File: config.mk
export PLATFORM = sky130hd
export DESIGN_NAME = qeciphy_rx_monitor
export DESIGN_NICKNAME = d
export VERILOG_FILES = /design/src/rtl/qeciphy_rx_monitor.sv
export SDC_FILE = /design/constraint.sdc
export NUM_CORES = 1
export LEC_CHECK = 0
export BUFFER_PORTS_ARGS = -buffer_cell sky130_fd_sc_hd__clkbuf_2
export CORE_MARGIN = 1
export CORE_UTILIZATION = 53
export CTS_CLUSTER_DIAMETER = 150
export CTS_CLUSTER_SIZE = 25
export DETAILED_ROUTE_END_ITERATION = 10
export PLACE_DENSITY = 0.85
export REMOVE_ABC_BUFFERS = 1
export SYNTH_ARGS = -nofsm -noshare
export SYNTH_HDL_FRONTEND = slang
export SYNTH_SLANG_ARGS = --single-unit
File: constraint.sdc
create_clock -name axis_clk -period 4.1 [get_ports axis_clk]
set_clock_uncertainty 0.15 [all_clocks]
set_input_delay 0.205 -clock axis_clk [delete_from_list [all_inputs] [get_ports axis_clk]]
set_output_delay 0.205 -clock axis_clk [all_outputs]
set_load 0.02 [all_outputs]
File: src/rtl/qeciphy_rx_monitor.sv
// qeciphy_rx_monitor
//
// Receive-side frame monitor. It sits between the aligned 64-bit RX datapath
// and the link controller. It finds the Frame Alignment Pattern (FAP) word
// that starts each frame and confirms it over several frames before it
// declares lock. It also watches for lost framing, decodes the remote
// link-status flags carried in the FAP, and forwards payload words downstream
// with one cycle of latency.
//
// Ports
//   axis_clk          in   1   clock
//   axis_rst          in   1   synchronous active-high reset
//   i_enable          in   1   monitor enable; low returns to HUNT and clears outputs
//   i_rx_tdata        in  64   received word
//   i_rx_tvalid       in   1   received word valid
//   o_tdata           out 64   payload word (holds while o_tvalid is low)
//   o_tvalid          out  1   payload valid
//   o_rx_rdy          out  1   frame lock achieved
//   o_fap_missing     out  1   sticky loss-of-frame
//   o_remote_rx_rdy   out  1   FAP bit 0 of last good FAP (0 unless locked)
//   o_remote_pd_req   out  1   FAP bit 1 of last good FAP (0 unless locked)
//   o_remote_pd_ack   out  1   FAP bit 2 of last good FAP (0 unless locked)
//   o_miss_count      out 16   saturating count of bad FAP slots while locked
//                              (present only when QECIPHY_RX_MON_STATS_EN is defined)
//
// Build option
//   QECIPHY_RX_MON_STATS_EN : define this macro to add o_miss_count and its counter.

module qeciphy_rx_monitor #(
  parameter int unsigned FRAME_LEN   = 16,
  parameter int unsigned LOCK_COUNT  = 4,
  parameter int unsigned MISS_LIMIT  = 2,
  parameter logic [47:0] FAP_PATTERN = 48'hA5C3_96F0_5A3C
) (
  input  logic        axis_clk,
  input  logic        axis_rst,
  input  logic        i_enable,
  input  logic [63:0] i_rx_tdata,
  input  logic        i_rx_tvalid,
  output logic [63:0] o_tdata,
  output logic        o_tvalid,
  output logic        o_rx_rdy,
  output logic        o_fap_missing,
  output logic        o_remote_rx_rdy,
  output logic        o_remote_pd_req,
  output logic        o_remote_pd_ack
`ifdef QECIPHY_RX_MON_STATS_EN
  ,
  output logic [15:0] o_miss_count
`endif
);

  localparam int unsigned POS_W = (FRAME_LEN > 2) ? $clog2(FRAME_LEN) : 1;
  localparam logic [POS_W-1:0] POS_LAST = POS_W'(FRAME_LEN - 1);
  localparam logic [POS_W-1:0] POS_ONE  = POS_W'(1);

  typedef enum logic [1:0] {
    ST_HUNT   = 2'd0,
    ST_VERIFY = 2'd1,
    ST_LOCKED = 2'd2,
    ST_LOST   = 2'd3
  } state_t;

  state_t           state, state_next;
  logic [POS_W-1:0] pos, pos_next;
  logic [3:0]       verify_cnt, verify_next;
  logic [3:0]       miss_cnt, miss_next;

  logic fap_match;
  logic fap_slot;
  logic load_flags;
  logic slot_miss;

  // A FAP match only needs the fixed upper pattern. The low bits carry flags
  // and reserved fields.
  assign fap_match = i_rx_tvalid && (i_rx_tdata[63:16] == FAP_PATTERN);
  assign fap_slot  = i_rx_tvalid && (pos == '0);

  // State register and frame counters.
  always_ff @(posedge axis_clk) begin
    if (axis_rst) begin
      state      <= ST_HUNT;
      pos        <= '0;
      verify_cnt <= '0;
      miss_cnt   <= '0;
    end else begin
      state      <= state_next;
      pos        <= pos_next;
      verify_cnt <= verify_next;
      miss_cnt   <= miss_next;
    end
  end

  // Next-state logic. load_flags marks a good FAP slot that leaves us (or
  // keeps us) in LOCKED, so the flag registers capture that FAP's bits.
  always_comb begin
    state_next  = state;
    pos_next    = pos;
    verify_next = verify_cnt;
    miss_next   = miss_cnt;
    load_flags  = 1'b0;
    slot_miss   = 1'b0;

    if (!i_enable) begin
      state_next  = ST_HUNT;
      pos_next    = '0;
      verify_next = '0;
      miss_next   = '0;
    end else begin
      // Outside HUNT the position tracks every valid word and wraps at frame end.
      if ((state != ST_HUNT) && i_rx_tvalid) begin
        pos_next = (pos == POS_LAST) ? '0 : pos + POS_ONE;
      end

      case (state)
        ST_HUNT: begin
          if (fap_match) begin
            pos_next    = POS_ONE;
            verify_next = 4'd1;
            miss_next   = '0;
            if (LOCK_COUNT == 1) begin
              state_next = ST_LOCKED;
              load_flags = 1'b1;
            end else begin
              state_next = ST_VERIFY;
            end
          end
        end

        ST_VERIFY: begin
          if (fap_slot) begin
            if (fap_match) begin
              if (({28'd0, verify_cnt} + 32'd1) >= LOCK_COUNT) begin
                state_next  = ST_LOCKED;
                verify_next = '0;
                miss_next   = '0;
                load_flags  = 1'b1;
              end else begin
                verify_next = verify_cnt + 4'd1;
              end
            end else begin
              state_next  = ST_HUNT;
              pos_next    = '0;
              verify_next = '0;
            end
          end
        end

        ST_LOCKED: begin
          if (fap_slot) begin
            if (fap_match) begin
              miss_next  = '0;
              load_flags = 1'b1;
            end else begin
              slot_miss = 1'b1;
              miss_next = miss_cnt + 4'd1;
              if (({28'd0, miss_cnt} + 32'd1) >= MISS_LIMIT) begin
                state_next = ST_LOST;
              end
            end
          end
        end

        ST_LOST: begin
          // Terminal until the monitor is disabled or reset.
        end

        default: begin
          state_next = ST_HUNT;
          pos_next   = '0;
        end
      endcase
    end
  end

  // Status outputs follow the state being entered, so they change in the
  // cycle after the transition. The remote flags are forced to zero whenever
  // we are not LOCKED.
  always_ff @(posedge axis_clk) begin
    if (axis_rst) begin
      o_rx_rdy        <= 1'b0;
      o_fap_missing   <= 1'b0;
      o_remote_rx_rdy <= 1'b0;
      o_remote_pd_req <= 1'b0;
      o_remote_pd_ack <= 1'b0;
    end else begin
      o_rx_rdy      <= (state_next == ST_LOCKED);
      o_fap_missing <= (state_next == ST_LOST);
      if (state_next != ST_LOCKED) begin
        o_remote_rx_rdy <= 1'b0;
        o_remote_pd_req <= 1'b0;
        o_remote_pd_ack <= 1'b0;
      end else if (load_flags) begin
        o_remote_rx_rdy <= i_rx_tdata[0];
        o_remote_pd_req <= i_rx_tdata[1];
        o_remote_pd_ack <= i_rx_tdata[2];
      end
    end
  end

  // Payload path. Only words in non-FAP positions are forwarded while LOCKED.
  // A pattern match away from position 0 is still treated as payload.
  always_ff @(posedge axis_clk) begin
    if (axis_rst) begin
      o_tdata  <= '0;
      o_tvalid <= 1'b0;
    end else if (!i_enable) begin
      o_tdata  <= '0;
      o_tvalid <= 1'b0;
    end else if ((state == ST_LOCKED) && i_rx_tvalid && (pos != '0)) begin
      o_tdata  <= i_rx_tdata;
      o_tvalid <= 1'b1;
    end else begin
      o_tvalid <= 1'b0;
    end
  end

`ifdef QECIPHY_RX_MON_STATS_EN
  // Lifetime count of bad FAP slots seen while locked. It survives relock
  // and is cleared only by reset or by disabling the monitor.
  always_ff @(posedge axis_clk) begin
    if (axis_rst) begin
      o_miss_count <= '0;
    end else if (!i_enable) begin
      o_miss_count <= '0;
    end else if (slot_miss && (o_miss_count != 16'hFFFF)) begin
      o_miss_count <= o_miss_count + 16'd1;
    end
  end
`endif

endmodule

Word level (Yosys, flattened, before mapping) --
Cells that the tools add are included.
Word-level totals: flip-flop bits (word level) 84, input bits 68, logic and storage cells 81
Operators by class: add/sub/neg operators 5, $lt $le $gt $ge 2, equality and inequality tests 12, mux-type cells 35, bitwise logic cells 1, reduce and logical (&&, ||, !) cells 15
Operators by type and width (count):
- $mux 4 | 15
- $eq 48x48->1 const B | 1
- $mux 2 | 8
- $pmux 4 s2 | 2
- $add 4x1->4 const B | 3
- $ne 2x2->1 const B | 6
- $pmux 4 s3 | 1
- $add 4x1->5 const B | 2
- $mux 1 | 7
- $eq 2x2->1 const B | 3
- $pmux 2 s3 | 1
- $reduce_and 6->1 | 1
- $ge 5x2->1 const B | 1
- $ge 5x3->1 const B | 1
- $logic_and 1x1->1 | 5
- $eq 4x4->1 const B | 1
- $logic_not 4->1 | 1
- $reduce_bool 2->1 | 2
- $reduce_bool 4->1 | 1
- $reduce_or 2->1 | 2
- $reduce_and 3->1 | 1
- $reduce_bool 3->1 | 1
- $eq 2x1->1 const B | 1
- $logic_not 2->1 | 1
- 2 further kinds | 2

Logic depth before layout (Yosys ltp) --
Gate-level depths: netlist of the first run.
word-level depth 9, mapped depth 9, gate-level depth less buffers 8

Worst setup path after synthesis of the first run --
OpenSTA, ideal clock, no wires.
path kind input -> register, from in i_rx_tdata[43], to reg o_remote_pd_ack, library setup time 124 ps, arrival time 2481 ps, data required time 3826 ps, slack 1344 ps, stages on the path 6, buffers on the path 0, cell sequence or4b_1 > or4_4 > or4_4 > a2111oi_0 > o32a_2 > nor3_1
On the way: word-level cells in the longest chain between the ends 8
RTL lines:
- from (decl) | RTL line 38 | input logic [63:0] i_rx_tdata,
- $eq 48x48->1 * | RTL line 76 | assign fap_match = i_rx_tvalid && (i_rx_tdata[63:16] == FAP_PATTERN);
- $logic_and 1x1->1 * | RTL line 76
- $mux 2 (on tied branches) | RTL line 151, 132
- $mux 2 (on tied branches) | RTL line 150, 131
- $pmux 2 s3 | RTL line 115 | case (state)
- $mux 2 | RTL line 104 | if (!i_enable) begin
- $ne 2x2->1 | RTL line 189 | if (state_next != ST_LOCKED) begin
- $reduce_or 2->1 (no line)
- to (signal assigned) | RTL line 196 | o_remote_pd_ack <= i_rx_tdata[2];
- to (decl) | RTL line 46 | output logic o_remote_pd_ack
Mark *: on every way between the ends. The rest lies on a longest branch, timed or not. A chain may end at the register's enable or synchronous reset.

Worst setup path after layout of the first run --
from in i_rx_tdata[43], to reg o_remote_rx_rdy
On the way: word-level cells in the longest chain between the ends 8
RTL lines:
- $eq 48x48->1 * | RTL line 76
- $logic_and 1x1->1 * | RTL line 76
- $mux 2 (on tied branches) | RTL line 151, 132
- $mux 2 (on tied branches) | RTL line 150, 131
- $pmux 2 s3 | RTL line 115
- $mux 2 | RTL line 104
- $ne 2x2->1 | RTL line 189
- $reduce_or 2->1 (no line)
- to (signal assigned) | RTL line 194 | o_remote_rx_rdy <= i_rx_tdata[0];
- to (decl) | RTL line 44 | output logic o_remote_rx_rdy,
Marks and branches as above.

==> impl_metrics.ini, run 1 <==
[status]
status = completed

[placed_design]
hpwlAfterDp_um = 6640
placed_cell_area_mm2 = 0.00433
port_buffers = 137
dp.cells = 641
gp_congestion = 0.880

[clock_tree]
cts_tree = built
cts_buffer_depth = 2
cts_setup_buffers = 0
clk_latency_ns = 0.35
root_buffer = clkbuf_8
cts_buffers = 9
htree_levels = 3
clk_pin_slew_worst_paths_ns = 0.08
clock_sinks = 84
ctsResizeCount = 0

[layout]
area_delta_synth_final_pct = 40.9
fin_cells = 720
drive_gt1_frac = 0.267
diodes = 0
design_area_mm2 = 0.00514
finalNetCount = 718
finish.utilization = 0.792

[worst_setup_path]
cp_slowest_cell = or4_4
critical_path_class = input port to flip-flop
critPathMaxFanout = 12
critPathTopFamily = simple AND/OR/NAND/NOR gates
crit_cells = 8
r2r_end = o_tdata[16]
r2r_start = state[0]
critical_path.cell_chain = dlygate4sd3_1 -> clkbuf_2 -> or4b_1 -> or4_4 -> or4_4 -> a2111oi_0 -> o32a_2 -> nor3_1
cp_data_arrival_time_ns = 3.45
critPathBufInv = 2
endpoint = o_remote_rx_rdy
max_stage_delay_ns = 0.65
cp.required_ns = 4.18
reg2reg_depth = 5
crit_start = i_rx_tdata[43]
path_common_cell = or4_4
start_kind = input port
r2r_slack_ns = 1.69
cp-end-kind = flip-flop

[pwr]
totalPowerFinal_mw = 1.48
peakVddDrop_uv = 228
power.density_mw_per_mm2 = 289
p_leak_nw = 2.05

[logic_synthesis]
yosys_warnings = 0
synthFlopType = dfxtp_1
netlist_instances = 450
synth_compound_area_frac = 0.165
synth-simple-area-share = 0.281
yosysUniqueCellTypes = 49
synthAdderAreaFrac = 0.0377
synthArstFlopShare = 0
synthMuxAreaShare = 0.00822
avgSynthCellArea_um2 = 8.11
synth_enable_flop_cells = 0
syn_area_mm2 = 0.00365
synth-xor-area-share = 0.00240
yosysSeqAreaShare = 0.461
synth_top_family_by_area = simple AND/OR/NAND/NOR gates
ys_ff_latch = 84

[die]
fp.dieW_um = 85
ios = 138
num_rows = 29
dieArea_mm2 = 0.00723
initial_utilization = 0.562
core_area_mm2 = 0.00649
fp.dieH_um = 85

[grt]
antenna_found_initial = 0
grt_pass1_vias = 4074
gr-usage-all-layers = 0.332
grt_max_degree = 66
grt_pass1_wl_um = 18900
gr-total-overflow = 0

[routing]
routed_wl_um = 11600
routed_via_density = 5.62
drc = 0
ant_nets = 0
drt-initial-drc-count = 218
vias = 4047
drt_first_pass_iters = 6
wire_per_inst_um = 16.1

[timing]
final.setup.tns_ns = 0
tightest_slew_ns = 1.12
maxSlewViolCount = 0
setup_viol = 0
final_hold_viol_count = 0
slew_headroom = 0.254
finalCriticalPeriod_ns = 3.37
rsz0062_at_grt = no
min_period_over_period = 0.823
fmax_mhz = 296

[flow_run]
maxCapViolations = 0

[worst_hold_path]
hold_path_class = input port to flip-flop
==> flip-flops by register name, summed over array words and instances, names as in the netlist <==
signal and flops:
o_fap_missing 1, o_rx_rdy 1, o_remote_pd_ack 1, state 2
miss_cnt 4, o_remote_pd_req 1, verify_cnt 4, o_tvalid 1
pos 4, o_tdata 64, o_remote_rx_rdy 1
==> per-stage QoR <==
| stage | setup WS, ns | hold WS [ns] |
|---|---|---|
| final | 0.725 | 0.0581 |
| after global routing | 0.709 | 0.0654 |
| after CTS | 0.825 | 0.0437 |
| after detailed placement | 1.01 | 0.283 |
| after global placement | 1.08 | 0.278 |
| after floorplan | 1.26 | 0.191 |
==> where the power goes <==
group          total [mW]  internal [mW]  switching [mW]
clock               0.546          0.223           0.324
combinational       0.123         0.0715          0.0518
sequential          0.815          0.815               0
total                1.48           1.11           0.375
==> kinds of logic (layout without fill, tap and decap cells) <==
| logic type | after synthesis | count (layout) |
|---|---|---|
| buffers and inverters | 35 | 228 |
| AND/OR/NAND/NOR | 217 | 217 |
| adder cells (fa/ha/maj) | 11 | 11 |
| multiplexers | 3 | 3 |
| flip-flops | 84 | 84 |
| AO/OA/AOI/OAI | 99 | 99 |
| XOR/XNOR | 1 | 1 |
==> synthesized netlist by cell type, types with 2 or more instances <==
master	n	area, µm²
clkbuf_1	20	75.1
nor4b_1	5	43.8
nand3_1	6	30.0
or4_4	2	22.5
nand4_1	4	25.0
inv_1	10	37.5
nor2b_1	3	18.8
and4bb_2	2	25.0
a21oi_1	74	370
mux2i_1	3	30.0
nand2_1	143	537
nor2_1	17	63.8
and2_1	5	31.3
nor3_1	4	20.0
o21ai_0	7	35.0
nor4bb_1	3	30.0
and2b_2	2	17.5
nor4_1	4	25.0
o21a_1	2	15.0
nand4b_1	3	26.3
or3_1	2	12.5
ha_1	11	138
dfxtp_1	84	1680
a31oi_1	4	25.0
a311oi_1	3	26.3
and3_1	2	12.5
or2_2	2	12.5
buf_1	2	7.51
==> worst reg2reg max path, delay by kind of cell (launching register included) <==
kind / cells / cell delay [ns]
AND/OR/NAND/NOR: 2 / 1.21
buffers and inverters: 1 / 0.12
adder cells (fa/ha/maj): 1 / 0.32
AO/OA/AOI/OAI: 1 / 0.19
flip-flops: 1 / 0.37
==> cell type report <==
type	count	area, µm²
clock buffer	9	124
clock inverter	6	51.3
fill	386	1350
inverter	10	37.5
multi-input combinational	331	1810
sequential	84	1680
tap	77	96.3
timing repair buffer	203	1340
==> cell usage in the layout, fill, tap and decap left out, types with 3 or more instances in the layout <==
| cell type | n |
|---|---|
| a21oi_1 | 74 |
| a31oi_1 | 4 |
| nand4_1 | 4 |
| inv_1 | 10 |
| dlygate4sd3_1 | 64 |
| nor4bb_1 | 3 |
| nor2b_1 | 3 |
| and2_1 | 5 |
| nand2_1 | 143 |
| nor3_1 | 4 |
| a311oi_1 | 3 |
| nor4_1 | 4 |
| nor2_1 | 17 |
| o21ai_0 | 7 |
| nand3_1 | 5 |
| clkbuf_8 | 9 |
| nor4b_1 | 5 |
| ha_1 | 11 |
| clkinvlp_4 | 3 |
| clkbuf_2 | 137 |
| mux2i_1 | 3 |
| nand4b_1 | 3 |
| dfxtp_1 | 84 |
==> layer usage <==
metal / global-route usage / part of all wire / vias up
met5: 0 / 0 / -
met4: 0.222 / 0.055 / 0
met3: 0.0759 / 0.072 / 68
met2: 0.578 / 0.50 / 234
met1: 0.360 / 0.37 / 1841
li1: - / - / 1904
==> worst min path at each step <==
| stage | startpoint | endpoint | slack [ns] | depth (start not counted) |
|---|---|---|---|---|
| after detailed placement | i_rx_tdata[4] | o_tdata[4] | 0.28 | 3 |
| after global placement | i_rx_tdata[8] | o_tdata[8] | 0.28 | 3 |
| after global routing | axis_rst | verify_cnt[0] | 0.07 | 4 |
| after floorplan | i_rx_tdata[0] | o_tdata[0] | 0.19 | 2 |
| final | axis_rst | miss_cnt[0] | 0.06 | 4 |
| after CTS | axis_rst | verify_cnt[0] | 0.04 | 4 |
==> what timing repair did <==
action	in CTS	in global routing
hold buffers	64	0
endpoints found under the setup margin	0	0
endpoints found under the hold margin	64	0
Note: power is estimated with default switching activity, not from simulation.
==> inputs of run 2 (changes only) <==
--- a/config.mk
+++ b/config.mk
@@ -7,11 +7,11 @@
 export LEC_CHECK = 0
 export BUFFER_PORTS_ARGS = -buffer_cell sky130_fd_sc_hd__clkbuf_2
 export CORE_MARGIN = 1
-export CORE_UTILIZATION = 53
+export CORE_UTILIZATION = 44
 export CTS_CLUSTER_DIAMETER = 150
 export CTS_CLUSTER_SIZE = 25
 export DETAILED_ROUTE_END_ITERATION = 10
-export PLACE_DENSITY = 0.85
+export PLACE_DENSITY = 0.76
 export REMOVE_ABC_BUFFERS = 1
 export SYNTH_ARGS = -nofsm -noshare
 export SYNTH_HDL_FRONTEND = slang
==> constraint.sdc (replaced) <==
create_clock -name axis_clk -period 3 [get_ports axis_clk]
set_clock_uncertainty 0.15 [all_clocks]
set_input_delay 0.15 -clock axis_clk [delete_from_list [all_inputs] [get_ports axis_clk]]
set_output_delay 0.15 -clock axis_clk [all_outputs]
set_load 0.02 [all_outputs]
==> run 2 against run 1 <==
Worst hold slack improved by 0.034 ns. Via count decreased by 0.57%. Critical endpoint is now o_remote_pd_req. Combinational power increased by 37%. Sequential share of layout area decreased by 0.67 points. Count of clock-buffer cells in the layout unchanged.
==> impl_metrics.ini, run 2 (synthesis gave the netlist of run 1 again) <==
[die]
fp.dieW_um = 93.1
num_rows = 32
initial_utilization = 0.463
core_area_mm2 = 0.00789
fp.dieH_um = 93.1
ios = 138
dieArea_mm2 = 0.00867

[routing]
drt_first_pass_iters = 5
routed_via_density = 5.33
vias = 4024
drc = 0
routed_wl_um = 11000
ant_nets = 0
drt-initial-drc-count = 180
wire_per_inst_um = 14.6

[timing]
rsz0062_at_grt = no
slew_headroom = 0.432
min_period_over_period = 0.951
setup_viol = 0
maxSlewViolCount = 0
tightest_slew_ns = 0.852
final_hold_viol_count = 0
final.setup.tns_ns = 0
finalCriticalPeriod_ns = 2.85
layout_setup_ws_ns = 0.147
fmax_mhz = 351

[worst_hold_path]
min_from = i_enable
hold_depth = 4
hold_path_class = input port to flip-flop
hold_end = o_rx_rdy

[layout]
design_area_mm2 = 0.00525
layout_common_cells = nand2_1, clkbuf_2, dfxtp_1
layout_commonest_cell = nand2_1
drive_gt1_frac = 0.277
top_register = o_tdata
finalNetCount = 727
fillers = 630
area_delta_synth_final_pct = 43.8
diodes = 0
largest_reg_flops = 64

[worst_setup_path]
r2r_end = o_fap_missing
r2r_slack_ns = 0.76
cp-end-kind = flip-flop
cp_data_arrival_time_ns = 2.95
r2r_start = pos[0]
critical_path_class = input port to flip-flop
cp.required_ns = 3.09
critPathMaxFanout = 4
start_kind = input port
reg2reg_depth = 7

[pwr]
totalPowerFinal_mw = 2.04
peakVddDrop_uv = 391
p_leak_nw = 2.10
power.density_mw_per_mm2 = 388

[grt]
gr-usage-all-layers = 0.260
grt_pass1_vias = 3933
antenna_found_initial = 0
grt_pass1_wl_um = 17800
grt_max_degree = 46
gr-total-overflow = 0

[clock_tree]
cts_buffers = 9
root_buffer = clkbuf_8
cts_tree = built
clk_latency_ns = 0.36
clk_pin_slew_worst_paths_ns = 0.09
cts_buffer_depth = 2
htree_levels = 3
clock_sinks = 84

[placed_design]
placed_cell_area_mm2 = 0.00442
hpwlAfterDp_um = 7120
gp_congestion = 0.867
dp_slack_ns = 0.0147
port_buffers = 137

[flow_run]
maxCapViolations = 0

[status]
status = completed
-- run 2: changes by cell type in the layout (fill, tap and decap cells not counted), sizes merged --
cell / before / now
buf: 2 / 10
dlygate4sd3: 64 / 65
clkinv: 2 / 1
inv: 11 / 14
clkinvlp: 3 / 2
-- run 2: worst max-delay path by stage --
stage	startpoint	endpoint	slack, ns	cells past startpoint
floorplan	i_rx_tdata[43]	o_remote_pd_ack	0.21	6
global placement	i_rx_tdata[43]	o_remote_rx_rdy	0.13	8
detailed placement	i_rx_tdata[43]	o_remote_pd_req	0.01	8
CTS	i_rx_tdata[40]	o_remote_pd_req	0.18	9
global route	i_rx_tdata[40]	o_remote_pd_req	0.05	9
finish	i_rx_tdata[40]	o_remote_pd_req	0.15	9
-- run 2: repair_timing --
| action | CTS | global route |
|---|---|---|
| buffers inserted | 0 | 0 |
| hold endpoints to repair | 70 | 0 |
| hold buffers | 65 | 0 |
| gates resized for setup | 0 | 0 |
-- run 2: critical path, stage by stage --
cell and delay, ns:
dlygate4sd3_1 0.55, clkbuf_2 0.11, nand4b_1 0.17, or4_4 0.58, or4_4 0.55, buf_4 0.17, a2111oi_4 0.33, mux2i_1 0.27
nor3_1 0.06
-- run 2: metrics by stage --
step | hold slack (ns) | cells | util
after CTS | 0.0895 | 755 | 0.666
after global routing | 0.111 | 755 | 0.666
after floorplan | 0.136 | 425 | -
final | 0.0919 | 755 | 0.666
after global placement | 0.225 | 674 | 0.560
after detailed placement | 0.231 | 674 | 0.560
-- run 2: power by group --
| group | internal, mW | switching, mW |
|---|---|---|
| clock | 0.314 | 0.442 |
| sequential | 1.11 | 0 |
| combinational | 0.0987 | 0.0694 |
-- run 2: area by class of cell --
type | count | area [µm²] | share of cell area
clock buffer | 9 | 124 | 0.0236
clock inverter | 7 | 57.6 | 0.0110
inverter | 10 | 37.5 | 0.00715
multi-input combinational | 331 | 1810 | 0.345
sequential | 84 | 1680 | 0.320
tap | 102 | 128 | 0.0243
timing repair buffer | 212 | 1410 | 0.269
-- run 2: routing by layer --
layer | vias up | wire (µm) | global-route usage
met5 | - | 0 | 0
met4 | 0 | 463 | 0.144
met3 | 44 | 609 | 0.0512
met2 | 179 | 5500 | 0.469
met1 | 1867 | 4460 | 0.284
li1 | 1934 | - | -
